<file path="src/rtl/red_pkg.sv">
// rtl/red_pkg.sv - shared state encoding, widths and helpers for the RED byte-reduction unit
package red_pkg;

  localparam int NIB_W   = 4;   // width of one slice operand
  localparam int SUM9_W  = 9;   // signed byte-pair sum
  localparam int TOT_W   = 10;  // signed total of both byte-pair sums
  localparam int RED_LAT = 8;   // cycles from the start cycle to the done cycle

  typedef enum logic [3:0] {
    IDLE,
    LO0,
    LO1,
    HI0,
    HI1,
    CB0,
    CB1,
    CB2,
    DONE
  } red_state_t;

  function automatic logic [15:0] sext16(input logic [TOT_W-1:0] v);
    return {{(16-TOT_W){v[TOT_W-1]}}, v};
  endfunction

endpackage

</file>
<file path="src/rtl/red_nibble_slice.sv">
// rtl/red_nibble_slice.sv - combinational 4-bit unsigned adder slice with carry-in
// Ports:
//   a, b : nibble operands
//   cin  : carry in
//   sum  : {cout, sum[3:0]}
module red_nibble_slice
  import red_pkg::*;
(
  input  logic [NIB_W-1:0] a,
  input  logic [NIB_W-1:0] b,
  input  logic             cin,
  output logic [NIB_W:0]   sum
);

  assign sum = {1'b0, a} + {1'b0, b} + {{NIB_W{1'b0}}, cin};

endmodule

</file>
<file path="src/rtl/red_nibble_seq.sv">
// rtl/red_nibble_seq.sv - multi-cycle byte-reduction execute unit built on one nibble adder slice
// Optional macro RED_FLAGS_EN adds the registered flag_z / flag_n outputs.
// Ports:
//   clk, rst_n     : clock, asynchronous active-low reset
//   start          : request, only honoured in IDLE
//   flush          : abort to IDLE without done
//   op_a, op_b     : operands captured on an accepted start
//   busy           : high in every non-IDLE state
//   done           : one-cycle pulse while result is valid
//   result         : sext16 of the reduced sum, held until the next done
//   flag_z, flag_n : zero / negative of result (RED_FLAGS_EN only)
module red_nibble_seq
  import red_pkg::*;
#(
  parameter int DATA_W = 16
) (
  input  logic              clk,
  input  logic              rst_n,
  input  logic              start,
  input  logic              flush,
  input  logic [DATA_W-1:0] op_a,
  input  logic [DATA_W-1:0] op_b,
  output logic              busy,
  output logic              done,
`ifdef RED_FLAGS_EN
  output logic              flag_z,
  output logic              flag_n,
`endif
  output logic [DATA_W-1:0] result
);

  if (DATA_W != 16) begin : g_bad_width
    $error("red_nibble_seq supports only DATA_W = 16");
  end

  red_state_t        state, nxt;
  logic [15:0]       a_q, b_q;
  logic              carry;
  logic [SUM9_W-1:0] sum_lo, sum_hi;
  logic [7:0]        tot_lo;

  logic [NIB_W-1:0]  sl_a, sl_b;
  logic              sl_cin;
  logic [NIB_W:0]    sl_sum;
  logic [11:0]       ext_lo, ext_hi;
  logic [TOT_W-1:0]  total;

  red_nibble_slice u_slice (
    .a   (sl_a),
    .b   (sl_b),
    .cin (sl_cin),
    .sum (sl_sum)
  );

  assign ext_lo = {{(12-SUM9_W){sum_lo[SUM9_W-1]}}, sum_lo};
  assign ext_hi = {{(12-SUM9_W){sum_hi[SUM9_W-1]}}, sum_hi};
  // Only valid in CB2: top two bits come straight from the slice.
  assign total  = {sl_sum[1:0], tot_lo};

  // Operand steering into the shared slice.
  always_comb begin
    sl_a   = '0;
    sl_b   = '0;
    sl_cin = carry;
    case (state)
      LO0: begin sl_a = a_q[3:0];     sl_b = b_q[3:0];     end
      LO1: begin sl_a = a_q[7:4];     sl_b = b_q[7:4];     end
      HI0: begin sl_a = a_q[11:8];    sl_b = b_q[11:8];    end
      HI1: begin sl_a = a_q[15:12];   sl_b = b_q[15:12];   end
      CB0: begin sl_a = ext_lo[3:0];  sl_b = ext_hi[3:0];  sl_cin = 1'b0; end
      CB1: begin sl_a = ext_lo[7:4];  sl_b = ext_hi[7:4];  end
      CB2: begin sl_a = ext_lo[11:8]; sl_b = ext_hi[11:8]; end
      default: ;
    endcase
  end

  always_comb begin
    nxt = state;
    case (state)
      IDLE:    if (start) nxt = LO0;
      LO0:     nxt = LO1;
      LO1:     nxt = HI0;
      HI0:     nxt = HI1;
      HI1:     nxt = CB0;
      CB0:     nxt = CB1;
      CB1:     nxt = CB2;
      CB2:     nxt = DONE;
      DONE:    nxt = IDLE;
      default: nxt = IDLE;
    endcase
    if (flush) nxt = IDLE;
  end

  always_ff @(posedge clk or negedge rst_n) begin
    if (!rst_n) state <= IDLE;
    else        state <= nxt;
  end

  // Datapath; a flush freezes everything so result keeps its last completed value.
  always_ff @(posedge clk or negedge rst_n) begin
    if (!rst_n) begin
      a_q    <= '0;
      b_q    <= '0;
      carry  <= 1'b0;
      sum_lo <= '0;
      sum_hi <= '0;
      tot_lo <= '0;
      result <= '0;
`ifdef RED_FLAGS_EN
      flag_z <= 1'b0;
      flag_n <= 1'b0;
`endif
    end else if (!flush) begin
      case (state)
        IDLE: if (start) begin
          a_q   <= op_a;
          b_q   <= op_b;
          carry <= 1'b0;
        end
        LO0: begin sum_lo[3:0] <= sl_sum[3:0]; carry <= sl_sum[4]; end
        // Bit 8 of the signed 9-bit sum: sign bits xor the final carry.
        LO1: begin
          sum_lo[8:4] <= {a_q[7] ^ b_q[7] ^ sl_sum[4], sl_sum[3:0]};
          carry       <= 1'b0;
        end
        HI0: begin sum_hi[3:0] <= sl_sum[3:0]; carry <= sl_sum[4]; end
        HI1: begin
          sum_hi[8:4] <= {a_q[15] ^ b_q[15] ^ sl_sum[4], sl_sum[3:0]};
          carry       <= 1'b0;
        end
        CB0: begin tot_lo[3:0] <= sl_sum[3:0]; carry <= sl_sum[4]; end
        CB1: begin tot_lo[7:4] <= sl_sum[3:0]; carry <= sl_sum[4]; end
        CB2: begin
          result <= sext16(total);
`ifdef RED_FLAGS_EN
          flag_z <= (total == '0);
          flag_n <= total[TOT_W-1];
`endif
        end
        default: ;
      endcase
    end
  end

  assign busy = (state != IDLE);
  assign done = (state == DONE);

endmodule

</file>
<file path="config.mk">
export PLATFORM = sky130hd
export DESIGN_NAME = red_nibble_seq
export DESIGN_NICKNAME = d
export VERILOG_FILES = /design/src/rtl/red_pkg.sv /design/src/rtl/red_nibble_slice.sv /design/src/rtl/red_nibble_seq.sv
export SDC_FILE = /design/constraint.sdc
export NUM_CORES = 1
export LEC_CHECK = 0
export CAP_MARGIN = 25
export CORE_MARGIN = 3
export CORE_UTILIZATION = 30
export CTS_CLUSTER_SIZE = 30
export DETAILED_ROUTE_END_ITERATION = 6
export PLACE_DENSITY = 0.61
export SYNTH_ARGS = -nofsm -noshare
export SYNTH_HDL_FRONTEND = slang
export SYNTH_SLANG_ARGS = --single-unit
</file>
<file path="constraint.sdc">
create_clock -name clk -period 3.71 [get_ports clk]
set_input_delay 0.9275 -clock clk [delete_from_list [all_inputs] [get_ports clk]]
set_output_delay 0.9275 -clock clk [all_outputs]
set_load 0.01 [all_outputs]
</file>
Yosys cells after proc, flatten, opt, wreduce, memory -nomap -nowiden
Index checks and enable logic that the tools add are counted.
W data, S select, Z words.
{"block": "op_classes", "eq_ne": 10, "n_reduce_logical": 14, "mul": 0, "magnitude_cmp": 0, "n_shift": 0, "n_bitwise": 5, "div_mod_pow": 0, "add_sub_neg": 2, "n_mux": 8}
{"op": "$pmux W4 S7", "count": 2}
{"op": "$pmux W4 S8", "count": 1}
{"op": "$eq A4 B3 Y1 const B", "count": 4}
{"op": "$reduce_and A2 Y1", "count": 7}
{"op": "$eq A4 B2 Y1 const B", "count": 2}
{"op": "$mux W4", "count": 2}
{"op": "$reduce_and A3 Y1", "count": 2}
{"op": "$add A4 B4 Y5", "count": 1}
{"op": "$add A5 B1 Y5", "count": 1}
{"op": "$eq A4 B1 Y1 const B", "count": 1}
{"op": "$eq A4 B4 Y1 const B", "count": 1}
{"op": "$logic_not A4 Y1", "count": 1}
{"op": "$reduce_bool A4 Y1", "count": 1}
{"op": "$reduce_or A4 Y1", "count": 1}
{"op": "$xor A1 B1 Y1", "count": 4}
{"op": "$ne A3 B3 Y1 const B", "count": 1}
{"op": "$pmux W1 S3", "count": 1}
{"op": "$reduce_bool A3 Y1", "count": 1}
{"op": "$mux W1", "count": 2}
{"op": "$ne A2 B2 Y1 const B", "count": 1}
{"op": "$reduce_or A2 Y1", "count": 1}
{"op": "$not A1 Y1", "count": 1}
{"block": "totals", "output_inout_bits": 18, "input_bits": 36, "romBits": 0, "mem_bits_rw": 0, "latchBits": 0, "n_memories": 0, "ff_bits": 73, "elab_cells": 50}

Depth between registers and ports, before layout
{"block": "logic_depth", "depth_word": 5, "mapped_depth": 13, "mapped_depth_nobuf": 11}

Modules after synthesis
A second synthesis with hierarchy kept.
{"block": "unflattened", "cells_unflattened": 289, "area_unflattened_um2": 3683.5}
{"module": "red_nibble_seq", "cells_each": 273, "n_inst": 1, "seq_area_each_um2": 1826.8, "area_per_inst_um2": 3539.6}
{"module": "red_nibble_slice", "cells_each": 16, "n_inst": 1, "seq_area_each_um2": 0.0, "area_per_inst_um2": 143.9}

Worst setup path before layout
No wires, ideal clock.
{"block": "synth_path", "path_type": "flip-flop to flip-flop", "from": "reg state[2]", "to": "reg carry", "slack_ns": 0.797, "t_required_ns": 3.592, "period_less_slack_ns": 2.913, "stages_incl_launch_ff": 13, "arrival_ns": 2.794, "setup_time_ns": 0.118, "path_cell_list": "dfrtp_1 > buf_2 > nor2b_1 > a22oi_1 > nor2_1 > a2111oi_0 > fa_1 > inv_1 > fa_1 > a21o_1 > a21oi_1 > nor3_1 > a21o_1"}
{"block": "synth_via", "elab_chain_cells": 5, "word_cells_on_any_way": 19, "cone_classes": "add/sub (2); eq/ne (8); mux (4); reduce/logical (5)"}
{"item": "start, declared", "line_no": "red_nibble_seq.sv:36", "rtl": "red_state_t state, nxt;"}
{"item": "start signal, assigned", "line_no": "red_nibble_seq.sv:96", "rtl": "else state <= nxt;"}
{"item": "$eq A4 B3 Y1 (tied with other cells)", "line_no": "red_nibble_seq.sv:65", "rtl": "case (state)"}
{"item": "$pmux W4 S7", "line_no": "red_nibble_seq.sv:65"}
{"item": "$add A4 B4 Y5", "line_no": "red_nibble_slice.sv:15", "rtl": "assign sum = {1'b0, a} + {1'b0, b} + {{NIB_W{1'b0}}, cin};"}
{"item": "$add A5 B1 Y5", "line_no": "red_nibble_slice.sv:15"}
{"item": "$pmux W1 S3", "line_no": "red_nibble_seq.sv:114", "rtl": "case (state)"}
{"item": "end signal, assigned", "line_no": "red_nibble_seq.sv:120", "rtl": "LO0: begin sum_lo[3:0] <= sl_sum[3:0]; carry <= sl_sum[4]; end"}
{"item": "end signal, assigned", "line_no": "red_nibble_seq.sv:126", "rtl": "HI0: begin sum_hi[3:0] <= sl_sum[3:0]; carry <= sl_sum[4]; end"}
{"item": "end signal, assigned", "line_no": "red_nibble_seq.sv:131", "rtl": "CB0: begin tot_lo[3:0] <= sl_sum[3:0]; carry <= sl_sum[4]; end"}
{"item": "end, declared", "line_no": "red_nibble_seq.sv:38", "rtl": "logic carry;"}
Parallel ways exist; a longest one is shown, timed or not.
A chain may end at the register's enable or synchronous reset.

Final worst setup path
{"block": "layout_path", "from": "reg state[0]", "to": "reg sum_lo[8]"}
{"block": "layout_via", "elab_chain_cells": 5, "word_cells_on_any_way": 14, "cone_classes": "add/sub (2); eq/ne (7); mux (3); bitwise (1); reduce/logical (1)"}
{"item": "$eq A4 B3 Y1 (tied with other cells)", "line_no": "red_nibble_seq.sv:65"}
{"item": "$pmux W4 S7", "line_no": "red_nibble_seq.sv:65"}
{"item": "$add A4 B4 Y5", "line_no": "red_nibble_slice.sv:15"}
{"item": "$add A5 B1 Y5", "line_no": "red_nibble_slice.sv:15"}
{"item": "$xor A1 B1 Y1", "line_no": "red_nibble_seq.sv:123", "rtl": "sum_lo[8:4] <= {a_q[7] ^ b_q[7] ^ sl_sum[4], sl_sum[3:0]};"}
{"item": "end signal, assigned", "line_no": "red_nibble_seq.sv:123"}
{"item": "end, declared", "line_no": "red_nibble_seq.sv:39", "rtl": "logic [SUM9_W-1:0] sum_lo, sum_hi;"}
Parallel ways exist; a longest one is shown, timed or not.

==> run_results.csv <==
group,metric,value,unit
setup_path,cp-end-kind,"register",
power_and_ir_drop,internal-power,1.94,mW
floorplan,core,11100,um^2
setup_path,slowest_delay,0.65,ns
logic_synthesis,syn_nets,333,
logic_synthesis,synth_fa_ha_area_share,2.21,%
setup_path,startpoint_type,"register",
grt,first_global_vias,2567,
floorplan,die_area,13000,um^2
logic_synthesis,muxShareOfSynthArea,19.0,%
timing,hold_viol,0,
clock_network,clockBufferDepth,2,
setup_path,cp.arrival,3.40,ns
grt,grtUsageMet3,3.81,%
final_layout,stdcell_count,490,
final_layout,seq_area,1830,um^2
logic_synthesis,synth_edf_count,0,
logic_synthesis,synth.largest_area_cell,"dfrtp_1",
final_layout,layout-drive-gt1-share,23.4,%
timing,relSlewSlack,45.6,%
final_layout,multi_input_area,1570,um^2
timing,fin_crit_sh,86.3,%
final_layout,design_area,4550,um^2
power_and_ir_drop,power_density,583,nW/um^2
logic_synthesis,ys.flop_type,"dfrtp_1",
timing,fin_crit,3.20,ns
floorplan,die_x,114,um
detailed_routing,drc,0,
timing,clock-skew-final,0.00561,ns
clock_network,root_buffer,"clkbuf_16",
logic_synthesis,ys_seq_area_share,52.0,%
logic_synthesis,synth_top_area_share,52.0,%
detailed_routing,drt_iter0_drc,106,
setup_path,crit_path_max_fanout,15,
grt,antenna_found_initial,0,
setup_path,crit_chain,"nor2b_1, a22oi_1, nor2_1, a2111oi_1, fa_1, inv_1, fa_1, a21o_1, a21oi_1, xnor2_1, o21ai_0",
setup_path,slowest_stage,"dfrtp_1",
setup_path,worst-setup-path-type,"register to register",
grt,grt_max_degree,39,
placed_design,dpl.cell_count,474,
setup_path,cp.required,3.91,ns
logic_synthesis,synth_top_family_by_area,"multiplexers",
final_layout,syn2layout_area_growth,29.6,%
timing,worst_pin_slew,0.816,ns
detailed_routing,avgViaCountPerCell,4.98,
power_and_ir_drop,p_comb_share,20.1,%
power_and_ir_drop,p_sw,714,uW
setup_path,crit_path_frequent_cell,"fa_1",
power_and_ir_drop,swShare,26.9,%
detailed_routing,wire_per_inst,16.9,um
outcome,status,"complete, no violations",
final_layout,final_common_cell,"dfrtp_1",
power_and_ir_drop,p_clk_share,37.4,%
timing,maxSlewViolCount,0,
detailed_routing,firstDrtPassIters,4,
setup_path,crit_buf_inv,1,
hold_path,min_path_type,"register to register",
clock_network,insertion_delay,0.33,ns
grt,grt_first_pass_wirelength,13600,um
grt,grt_usage,13.5,%
clock_network,postCtsHoldBufs,0,
floorplan,dieHeight,114,um
logic_synthesis,ys_types,47,
timing,final.setup.tns,0,ns
floorplan,io_pins,54,
logic_synthesis,postSynthRegisterBits,73,
timing,worst_slack,0.509,ns
logic_synthesis,synth-simple-area-share,10.9,%
logic_synthesis,async_flop_share,100,%
placed_design,dp_hpwl,6100,um
floorplan,start_util,31.6,%
power_and_ir_drop,peakVddDrop,0.259,mV
final_layout,insertedDiodeCount,0,
timing,timing.fmax,0.312,GHz
power_and_ir_drop,power,2.65,mW
clock_network,cts_max_level,3,
grt,top_usage_layer,"met2",
logic_synthesis,synth_compound_area_share,10.7,%
clock_network,clk_pin_slew_worst_paths,0.06,ns
grt,use_met2,20.8,%
clock_network,numCtsBuffers,9,
logic_synthesis,synth_area_leaders,"dfrtp_1 (52%), mux2_2 (14%), mux2i_1 (3.4%)",
detailed_routing,wl,8300,um
power_and_ir_drop,p_leak,1.91,nW
clock_network,cts_sinks,73,
logic_synthesis,syn_inst,292,
logic_synthesis,synth_area,3510,um^2
placed_design,place_ws,0.428,ns
detailed_routing,detail-route-antenna-nets,0,
placed_design,postPlaceCellArea,4200,um^2
clock_network,postCtsSetupBuffers,0,
detailed_routing,vias,2440,
logic_synthesis,yosys_warnings,0,
power_and_ir_drop,power_frac_seq,42.5,%
final_layout,fillers,1095,
logic_synthesis,syn-mean-instance-area,12.0,um^2
grt,gr-total-overflow,0,
placed_design,placement.io_buffers,53,
placed_design,globalplace.congestion,0.845,
final_layout,layout_common_cells,"dfrtp_1 (73), clkdlybuf4s50_1 (52), mux2_2 (45)",
setup_path,critical_path.top_delay_family,"compound AO/OA/AOI/OAI gates",
run,drv_cap,0,
timing,grt_setup_unrepaired,"false",
floorplan,std_cell_rows,38,
grt,gr-usage-met1,18.5,%
clock_network,cts_tree,"built",
timing,setup_viol,0,
final_layout,nNetsFinal,386,
logic_synthesis,synth_xor_area_share,1.75,%
[power by group through the flow]
| stage | registers, mW | clock network [mW] | logic (mW) |
|---|---|---|---|
| 3_3_place_gp | 1.14 | 0 | 0.523 |
| 6_report | 1.13 | 0.992 | 0.533 |
| 4_1_cts | 1.13 | 1.02 | 0.541 |
| 5_1_grt | 1.15 | 1.06 | 0.594 |
| 2_1_floorplan | 1.08 | 0 | 0.369 |
| 3_5_place_dp | 1.14 | 0 | 0.539 |
[worst register-to-register path, stage by stage (launching register included)]
cell	delay, ns
dfrtp_1	0.65
nor2b_1	0.22
a22oi_1	0.23
nor2_1	0.06
a2111oi_1	0.47
fa_1	0.29
inv_1	0.06
fa_1	0.39
a21o_1	0.17
a21oi_1	0.30
xnor2_1	0.15
o21ai_0	0.08
[layout make-up]
cell class | instances | share of cell area, %
clock buffer | 9 | 4.95
clock inverter | 7 | 2.61
inverter | 1 | 0.0825
timing repair buffer | 63 | 13.9
sequential | 73 | 40.2
multi-input combinational | 197 | 34.4
tap | 140 | 3.85
[metrics by stage]
step	util [%]	hold WS, ns
final	40.9	0.476
after global routing	40.9	0.499
after CTS	40.9	0.479
after detailed placement	37.8	0.467
after global placement	37.5	0.460
after floorplan	-	0.443
[state kept, by name, indices dropped and copies added, names as in the netlist]
register,count
sum_lo,9
sum_hi,9
carry,1
state,4
a_q,16
b_q,16
result,10
tot_lo,8
[path summary, 6_finish.rpt]
| check | from | end | slack (ns) | cells past startpoint |
|---|---|---|---|---|
| max in group asynchronous | rst_n | state[3]$_DFFE_PN0P_ | 2.35 | 2 |
| hold / removal | sum_lo[7]$_DFFE_PN0P_ | sum_lo[7]$_DFFE_PN0P_ | 0.48 | 2 |
| min in group asynchronous | rst_n | b_q[5]$_DFFE_PN0P_ | 0.69 | 1 |
| setup / recovery | state[0]$_DFFE_PN0P_ | sum_lo[8]$_DFFE_PN0P_ | 0.51 | 11 |
| setup reg to reg | state[0]$_DFFE_PN0P_ | sum_lo[8]$_DFFE_PN0P_ | 0.51 | 11 |
| hold reg to reg | sum_lo[7]$_DFFE_PN0P_ | sum_lo[7]$_DFFE_PN0P_ | 0.48 | 2 |
[kinds of logic after synthesis]
kind of cell             Yosys count
buffers and inverters             22
adder cells (fa/ha/maj)            5
AND/OR/NAND/NOR                   72
AO/OA/AOI/OAI                     53
multiplexers                      60
flip-flops                        73
XOR/XNOR                           7
[cells in the mapped netlist (all sizes together), types with 2 or more instances]
cell,number
dfrtp,73
mux2,48
nand2,24
buf,18
o21ai,16
mux2i,12
nor2,9
o31ai,9
a22oi,8
nor3,8
nand2b,7
nor2b,6
xnor2,5
or2,4
a32oi,3
clkbuf,3
ha,3
nand3,3
o211ai,3
o32a,3
a21o,2
a21oi,2
fa,2
o21a,2
o221a,2
or3,2
xor2,2
[per-layer routing]
layer	vias up	share of wire, %
li1	1157	-
met5	-	0
met2	72	46
met4	0	0.53
met1	1207	48
met3	4	5.1
[timing repair]
| item | 4_1_cts | 5_1_grt |
|---|---|---|
| setup endpoints to repair | 0 | 1 |
| gates resized for setup | 0 | 1 |
| hold endpoints to repair | 0 | 0 |
Note: power is estimated with default switching activity, not from simulation.
